`src/rtl/doppler_pkg.sv`:
```
// Shared constants for the Doppler frame monitor: error codes, FSM states and
// the magnitude width rule.
package doppler_pkg;

  localparam logic [1:0] ERR_OK    = 2'd0;
  localparam logic [1:0] ERR_SHORT = 2'd1;
  localparam logic [1:0] ERR_LONG  = 2'd2;
  localparam logic [1:0] ERR_CH    = 2'd3;

  typedef enum logic [0:0] {
    ST_ACCUM   = 1'b0,
    ST_DISCARD = 1'b1
  } state_e;

  // |I|+|Q| of two H-bit signed values never exceeds 2^H, so H+1 bits suffice.
  function automatic int mag_width(input int h);
    return h + 1;
  endfunction

endpackage

```
`src/rtl/doppler_cmag.sv`:
```
// Combinational L1 magnitude |I|+|Q| of one complex sample.
module doppler_cmag
  import doppler_pkg::*;
#(
  parameter int H = 16
) (
  input  logic [H-1:0]              i_val,
  input  logic [H-1:0]              q_val,
  output logic [mag_width(H)-1:0]   mag
);

  logic [H:0] i_ext, q_ext, i_abs, q_abs;

  // Extending by one bit before negating keeps |-2^(H-1)| exact.
  always_comb begin
    i_ext = {i_val[H-1], i_val};
    q_ext = {q_val[H-1], q_val};
    i_abs = i_val[H-1] ? -i_ext : i_ext;
    q_abs = q_val[H-1] ? -q_ext : q_ext;
    mag   = i_abs + q_abs;
  end

endmodule

```
`src/rtl/doppler_frame_monitor.sv`:
```
// Per-frame peak finder and frame-length checker on the Doppler FFT output
// stream; emits one result record per frame over a valid/ready handshake.
module doppler_frame_monitor
  import doppler_pkg::*;
#(
  parameter  int DATA_WIDTH = 32,
  parameter  int NUM_BINS   = 64,
  parameter  int NUM_CH     = 4,
  localparam int H          = DATA_WIDTH / 2,
  localparam int CH_W       = (NUM_CH > 1) ? $clog2(NUM_CH) : 1,
  localparam int BIN_W      = $clog2(NUM_BINS),
  localparam int MAG_W      = mag_width(H)
) (
  input  logic                  clk,
  input  logic                  rst_n,
  input  logic                  s_tvalid,
  output logic                  s_tready,
  input  logic [DATA_WIDTH-1:0] s_tdata,
  input  logic                  s_tlast,
  input  logic [CH_W-1:0]       s_tuser,
  output logic                  m_valid,
  input  logic                  m_ready,
  output logic [CH_W-1:0]       m_ch,
  output logic [BIN_W-1:0]      m_peak_bin,
  output logic [MAG_W-1:0]      m_peak_mag,
  output logic [15:0]           m_seq,
  output logic [1:0]            m_err,
  output logic [15:0]           err_short_cnt,
  output logic [15:0]           err_long_cnt
);

  logic              state_q, state_d;
  logic [BIN_W-1:0]  bin_cnt_q, bin_cnt_d;
  logic [CH_W-1:0]   ch_q, ch_d;
  logic              ch_err_q, ch_err_d;
  logic [BIN_W-1:0]  peak_bin_q, peak_bin_d;
  logic [MAG_W-1:0]  peak_mag_q, peak_mag_d;
  logic [15:0]       seq_q [NUM_CH];
  logic [15:0]       seq_d [NUM_CH];

  logic              m_valid_q, m_valid_d;
  logic [CH_W-1:0]   m_ch_q, m_ch_d;
  logic [BIN_W-1:0]  m_peak_bin_q, m_peak_bin_d;
  logic [MAG_W-1:0]  m_peak_mag_q, m_peak_mag_d;
  logic [15:0]       m_seq_q, m_seq_d;
  logic [1:0]        m_err_q, m_err_d;
  logic [15:0]       err_short_q, err_short_d;
  logic [15:0]       err_long_q, err_long_d;

  logic [MAG_W-1:0]  beat_mag;
  logic              accept, first_beat, last_bin, ch_err_now;
  logic [CH_W-1:0]   frame_ch, seq_idx;

  doppler_cmag #(.H(H)) u_cmag (
    .i_val (s_tdata[DATA_WIDTH-1:H]),
    .q_val (s_tdata[H-1:0]),
    .mag   (beat_mag)
  );

  // NOTE: every signal driven here gets a default first so no latch is inferred.
  always_comb begin
    s_tready     = (state_q == ST_DISCARD) || !m_valid_q || m_ready;
    accept       = s_tvalid && s_tready;
    first_beat   = (bin_cnt_q == '0);
    last_bin     = (bin_cnt_q == BIN_W'(NUM_BINS - 1));
    frame_ch     = first_beat ? s_tuser : ch_q;
    ch_err_now   = !first_beat && (s_tuser != ch_q);
    seq_idx      = (int'(frame_ch) >= NUM_CH) ? CH_W'(NUM_CH - 1) : frame_ch;

    state_d      = state_q;
    bin_cnt_d    = bin_cnt_q;
    ch_d         = ch_q;
    ch_err_d     = ch_err_q;
    peak_bin_d   = peak_bin_q;
    peak_mag_d   = peak_mag_q;
    seq_d        = seq_q;
    m_valid_d    = m_valid_q;
    m_ch_d       = m_ch_q;
    m_peak_bin_d = m_peak_bin_q;
    m_peak_mag_d = m_peak_mag_q;
    m_seq_d      = m_seq_q;
    m_err_d      = m_err_q;
    err_short_d  = err_short_q;
    err_long_d   = err_long_q;

    if (m_valid_q && m_ready) m_valid_d = 1'b0;

    if (accept && state_q == ST_DISCARD) begin
      if (s_tlast) state_d = ST_ACCUM;
    end else if (accept) begin
      ch_d      = frame_ch;
      ch_err_d  = (!first_beat && ch_err_q) || ch_err_now;
      bin_cnt_d = bin_cnt_q + 1'b1;
      // Strictly greater replaces the peak, so ties keep the earliest bin.
      if (first_beat || beat_mag > peak_mag_q) begin
        peak_mag_d = beat_mag;
        peak_bin_d = bin_cnt_q;
      end

      if (s_tlast || last_bin) begin
        bin_cnt_d          = '0;
        m_valid_d          = 1'b1;
        m_ch_d             = frame_ch;
        m_peak_bin_d       = peak_bin_d;
        m_peak_mag_d       = peak_mag_d;
        m_seq_d            = seq_q[seq_idx];
        seq_d[seq_idx]     = seq_q[seq_idx] + 16'd1;

        if (ch_err_d)               m_err_d = ERR_CH;
        else if (s_tlast && last_bin) m_err_d = ERR_OK;
        else if (s_tlast)           m_err_d = ERR_SHORT;
        else                        m_err_d = ERR_LONG;

        if (s_tlast && !last_bin && err_short_q != 16'hFFFF)
          err_short_d = err_short_q + 16'd1;
        if (!s_tlast && last_bin) begin
          if (err_long_q != 16'hFFFF) err_long_d = err_long_q + 16'd1;
          state_d = ST_DISCARD;
        end
      end
    end
  end

  // NOTE: sequential state uses non-blocking assignments so every flop samples
  // the pre-edge value of every other flop.
  always_ff @(posedge clk or negedge rst_n) begin
    if (!rst_n) begin
      state_q      <= ST_ACCUM;
      bin_cnt_q    <= '0;
      ch_q         <= '0;
      ch_err_q     <= 1'b0;
      peak_bin_q   <= '0;
      peak_mag_q   <= '0;
      // NOTE: the sequence file is small and must restart at zero, so it is
      // reset like ordinary flops rather than left as uninitialised storage.
      seq_q        <= '{default: '0};
      m_valid_q    <= 1'b0;
      m_ch_q       <= '0;
      m_peak_bin_q <= '0;
      m_peak_mag_q <= '0;
      m_seq_q      <= '0;
      m_err_q      <= ERR_OK;
      err_short_q  <= '0;
      err_long_q   <= '0;
    end else begin
      state_q      <= state_d;
      bin_cnt_q    <= bin_cnt_d;
      ch_q         <= ch_d;
      ch_err_q     <= ch_err_d;
      peak_bin_q   <= peak_bin_d;
      peak_mag_q   <= peak_mag_d;
      seq_q        <= seq_d;
      m_valid_q    <= m_valid_d;
      m_ch_q       <= m_ch_d;
      m_peak_bin_q <= m_peak_bin_d;
      m_peak_mag_q <= m_peak_mag_d;
      m_seq_q      <= m_seq_d;
      m_err_q      <= m_err_d;
      err_short_q  <= err_short_d;
      err_long_q   <= err_long_d;
    end
  end

  assign m_valid       = m_valid_q;
  assign m_ch          = m_ch_q;
  assign m_peak_bin    = m_peak_bin_q;
  assign m_peak_mag    = m_peak_mag_q;
  assign m_seq         = m_seq_q;
  assign m_err         = m_err_q;
  assign err_short_cnt = err_short_q;
  assign err_long_cnt  = err_long_q;

endmodule
```
`config.mk`:
```
export PLATFORM = sky130hd
export DESIGN_NAME = doppler_frame_monitor
export DESIGN_NICKNAME = d
export VERILOG_FILES = /design/src/rtl/doppler_pkg.sv /design/src/rtl/doppler_cmag.sv /design/src/rtl/doppler_frame_monitor.sv
export SDC_FILE = /design/constraint.sdc
export NUM_CORES = 1
export LEC_CHECK = 0
export BUFFER_PORTS_ARGS = -buffer_cell sky130_fd_sc_hd__buf_2
export CAP_MARGIN = 5
export CORE_UTILIZATION = 30
export DETAILED_ROUTE_END_ITERATION = 10
export MAX_ROUTING_LAYER = met4
export PLACE_DENSITY_LB_ADDON = 0.25
export REMOVE_ABC_BUFFERS = 1
export SYNTH_ARGS = -nofsm -noshare
export SYNTH_HDL_FRONTEND = slang
export SYNTH_SLANG_ARGS = --single-unit
```
`constraint.sdc`:
```
create_clock -name clk -period 4.6 [get_ports clk]
set_input_delay 0 -clock clk [delete_from_list [all_inputs] [get_ports clk]]
set_output_delay 0 -clock clk [all_outputs]
set_load 0.005 [all_outputs]
```
==> reports/metrics.csv <==
stage;metric;value;unit
route;DRT antenna net count;0;
cells_and_area;area grow syn2layout;22.6;%
global_routing;all-layer global routing usage;15.9;%
sta;Clock Skew;0.0170;ns
cells_and_area;Final #Nets;1250;
synthesis;#FFs+latches synth;173;
setup_path;reg2reg end;seq_q[58]$_DFFE_PN0P_;
sta;Max Slew Vio Count;0;
floorplan;core footprint;31700;um^2
setup_path;reg2reg start;bin_cnt_q[0]$_DFFE_PN0P_;
synthesis;average cell area after synthesis;9.67;um^2
clock_network;CTS root buf;clkbuf_16;
sta;fin crit period;4.34;ns
floorplan;num rows;65;
synthesis;post-synthesis cell type count;64;
placement;post-place instance area;11200;um^2
sta;setup tns final;0;ns
global_routing;initial antenna violation count;0;
setup_path;critical path endpoint category;flop;
hold_path;Hold Crit Depth;3;
placement;placed cell count;1547;
pwr;P per Cell Area;510;nW/um^2
synthesis;Post-synth EDFFs;0;
route;initial DRC count;424;
route;drt wl/cell;15.5;um
sta;final worst path period share;94.3;%
clock_network;CTS Buffer Depth;2;
status;status;finished clean;
sta;Worst Max-Slew Pin Slew;1.00;ns
job;Max Cap Viol;0;
placement;Port Buffers;115;
cells_and_area;n_diodes;0;
synthesis;Synth Cell Area;9720;um^2
floorplan;die area;33100;um^2
route;Initial DRT Pass Iterations;7;
cells_and_area;most common cell after layout, fill and taps aside;dfrtp_1;
synthesis;Async SR Flop Fraction;100;%
route;DRC;0;
route;drt via density;4.90;
placement;gpl congestion;0.810;
sta;Max Freq;231;MHz
clock_network;H-tree levels;4;
cells_and_area;non-filler cells, final;1585;
floorplan;Die W;182;um
hold_path;Min-Delay Startpoint;s_tdata[0];
setup_path;reg2reg path depth;15;
setup_path;critical path type;primary input to flop;
sta;Setup violations, final;0;
sta;Slew HR;32.8;%
setup_path;R2R setup slack;0.54;ns
global_routing;GR Overflow Total;0;
synthesis;post-synthesis sequential area ratio;44.5;%
synthesis;predominant post-synthesis flop cell;dfrtp_1;
clock_network;TritonCTS clock tree;yes;
setup_path;crit path DAT;4.66;ns
placement;HPWL after DPL;17800;um
clock_network;CTS Sinks;173;
pwr;Static Leak;5.57;nW
pwr;maximum VDD drop;0.208;mV
sta;Final Hold Viols;0;
sta;Hold WS;0.0515;ns
global_routing;vias in the first global route;7758;
floorplan;Initial Util;30.6;%
global_routing;first-pass GRT wire length;41000;um
setup_path;critical path fanouts, max;11;
cells_and_area;Design Area, Final;11900;um^2
setup_path;critical path required time;4.92;ns
hold_path;worst min-delay path class;primary input to flop;
clock_network;worst-skew pair later-pin latency;0.44;ns
clock_network;CTS buffer count;17;
synthesis;Synth warnings;0;
route;DRT Wirelength;24600;um
global_routing;largest net degree at the start of global routing;85;
floorplan;I/O pins;116;
cells_and_area;share of cells above drive strength 1;25.4;%
synthesis;Synth Instances;1005;
hold_path;hold path endpoint;peak_mag_q[0]$_DFFE_PN0P_;
cells_and_area;Final Core Density;37.6;%
clock_network;Clock transition at path regs;0.07;ns
floorplan;Chip Height;182;um
route;DR vias;7765;
cells_and_area;most frequent cells in the layout;173 x dfrtp_1, 165 x nand2_1, 114 x buf_2;
setup_path;Setup crit start kind;primary input;
-- cell families after synthesis --
logic type | synth area share [%]
AOI/OAI and AO/OA | 12.9
xor gates and xnor gates | 7.30
adders and majority gates | 5.36
buffers and inverters | 3.13
DFF | 44.5
muxes | 10.5
and+or+nand+nor | 16.3
-- worst max-delay path by stage --
stage	slack [ns]	from	cells past startpoint	endpoint
final	0.26	s_tdata[6]	21	m_peak_mag[14]$_DFFE_PN0P_
after detailed placement	-0.26	s_tdata[6]	20	peak_mag_q[1]$_DFFE_PN0P_
after global routing	-0.04	s_tdata[6]	21	m_peak_mag[5]$_DFFE_PN0P_
after CTS	0.20	s_tdata[6]	20	peak_mag_q[1]$_DFFE_PN0P_
after global placement	-0.14	s_tdata[6]	20	m_peak_mag[13]$_DFFE_PN0P_
after floorplan	-1.66	s_tdata[6]	18	peak_bin_q[0]$_DFFE_PN0P_
-- layout make-up --
class / count / area [um^2]
flip-flops and latches: 173 / 4330
clock buffers: 22 / 484
inverters: 40 / 150
well taps: 402 / 503
clock inverters: 10 / 104
repair buffers: 186 / 1160
multi-input cells: 752 / 5190
fillers: 3225 / 19800
-- registers in the layout (all words and copies together) (netlist names) --
signal         flops
bin_cnt_q          6
peak_bin_q         6
m_seq             16
ch_q               2
state_q            1
m_valid            1
err_long_cnt      16
ch_err_q           1
m_ch               2
peak_mag_q        17
m_peak_bin         6
m_err              2
err_short_cnt     16
m_peak_mag        17
seq_q             64
-- metrics by stage --
step | setup slack (ns) | power [mW]
2_1_floorplan | -1.66 | 3.71
3_3_place_gp | -0.139 | 4.59
3_5_place_dp | -0.258 | 4.63
4_1_cts | 0.196 | 6.10
5_1_grt | -0.0359 | 6.55
6_report | 0.264 | 6.07
-- power breakdown --
group / leakage (nW) / internal, mW / switching [mW]
logic: 3.05 / 1.10 / 1.29
registers: 2.25 / 1.94 / 0.301
clock network: 0.276 / 0.811 / 0.636
total: 5.57 / 3.85 / 2.22
-- critical path, cell delays in order --
cell	delay (ns)
buf_2	0.10
or4_1	0.53
or3_1	0.35
or3_4	0.37
o31ai_4	0.25
xnor2_1	0.14
ha_1	0.27
buf_4	0.15
a21oi_1	0.15
o21a_1	0.16
buf_4	0.11
nand2_1	0.06
xnor2_1	0.15
ha_1	0.28
nand4_1	0.10
or3_4	0.42
nor4_2	0.25
o21bai_4	0.23
buf_12	0.19
nor2_1	0.06
a221o_1	0.31
-- Yosys cell counts (2+ instances only) --
library cell / instances / area (um^2)
a31oi_1: 5 / 31.3
buf_1: 3 / 11.3
o22ai_1: 2 / 12.5
nor2b_1: 2 / 12.5
mux2i_1: 33 / 330
a221o_1: 2 / 20.0
o211ai_1: 4 / 30.0
a21oi_1: 31 / 155
and3_1: 12 / 75.1
nand4_1: 12 / 75.1
a21boi_0: 2 / 15.0
nand2b_1: 12 / 75.1
a22oi_1: 2 / 15.0
o21bai_1: 4 / 30.0
or2_2: 6 / 37.5
or3_1: 7 / 43.8
o21ai_0: 94 / 470
o2111a_1: 2 / 22.5
a211oi_1: 4 / 30.0
nor2_1: 42 / 158
o31ai_1: 16 / 120
clkbuf_1: 34 / 128
xor2_1: 18 / 158
nand3_1: 38 / 190
buf_2: 3 / 15.0
a21o_1: 10 / 75.1
o21a_1: 3 / 22.5
mux4_2: 5 / 113
or4_1: 8 / 60.1
ha_1: 40 / 500
and4_1: 2 / 17.5
o2111ai_1: 4 / 35.0
nand2_1: 166 / 623
o41ai_1: 4 / 35.0
nor4_1: 7 / 43.8
mux2_2: 51 / 574
inv_1: 40 / 150
nor3_1: 14 / 70.1
o31a_1: 2 / 17.5
xnor2_1: 63 / 552
dfrtp_1: 173 / 4330
-- what timing repair did --
action                     in CTS  in global routing
resized for setup               0                 20
setup buffers                   0                  1
setup endpoints to repair       0                 62
hold endpoints to repair       86                  0
hold buffers                    5                  0
-- layer usage --
metal / part of all wire [%] / track usage, % / vias up
li1: - / - / 3876
met1: 51 / 22.0 / 3744
met2: 45 / 24.2 / 132
met3: 3.5 / 2.63 / 13
met4: 0.84 / 4.07 / 0
met5: 0 / - / -
Power figures use the tool's default switching activity.
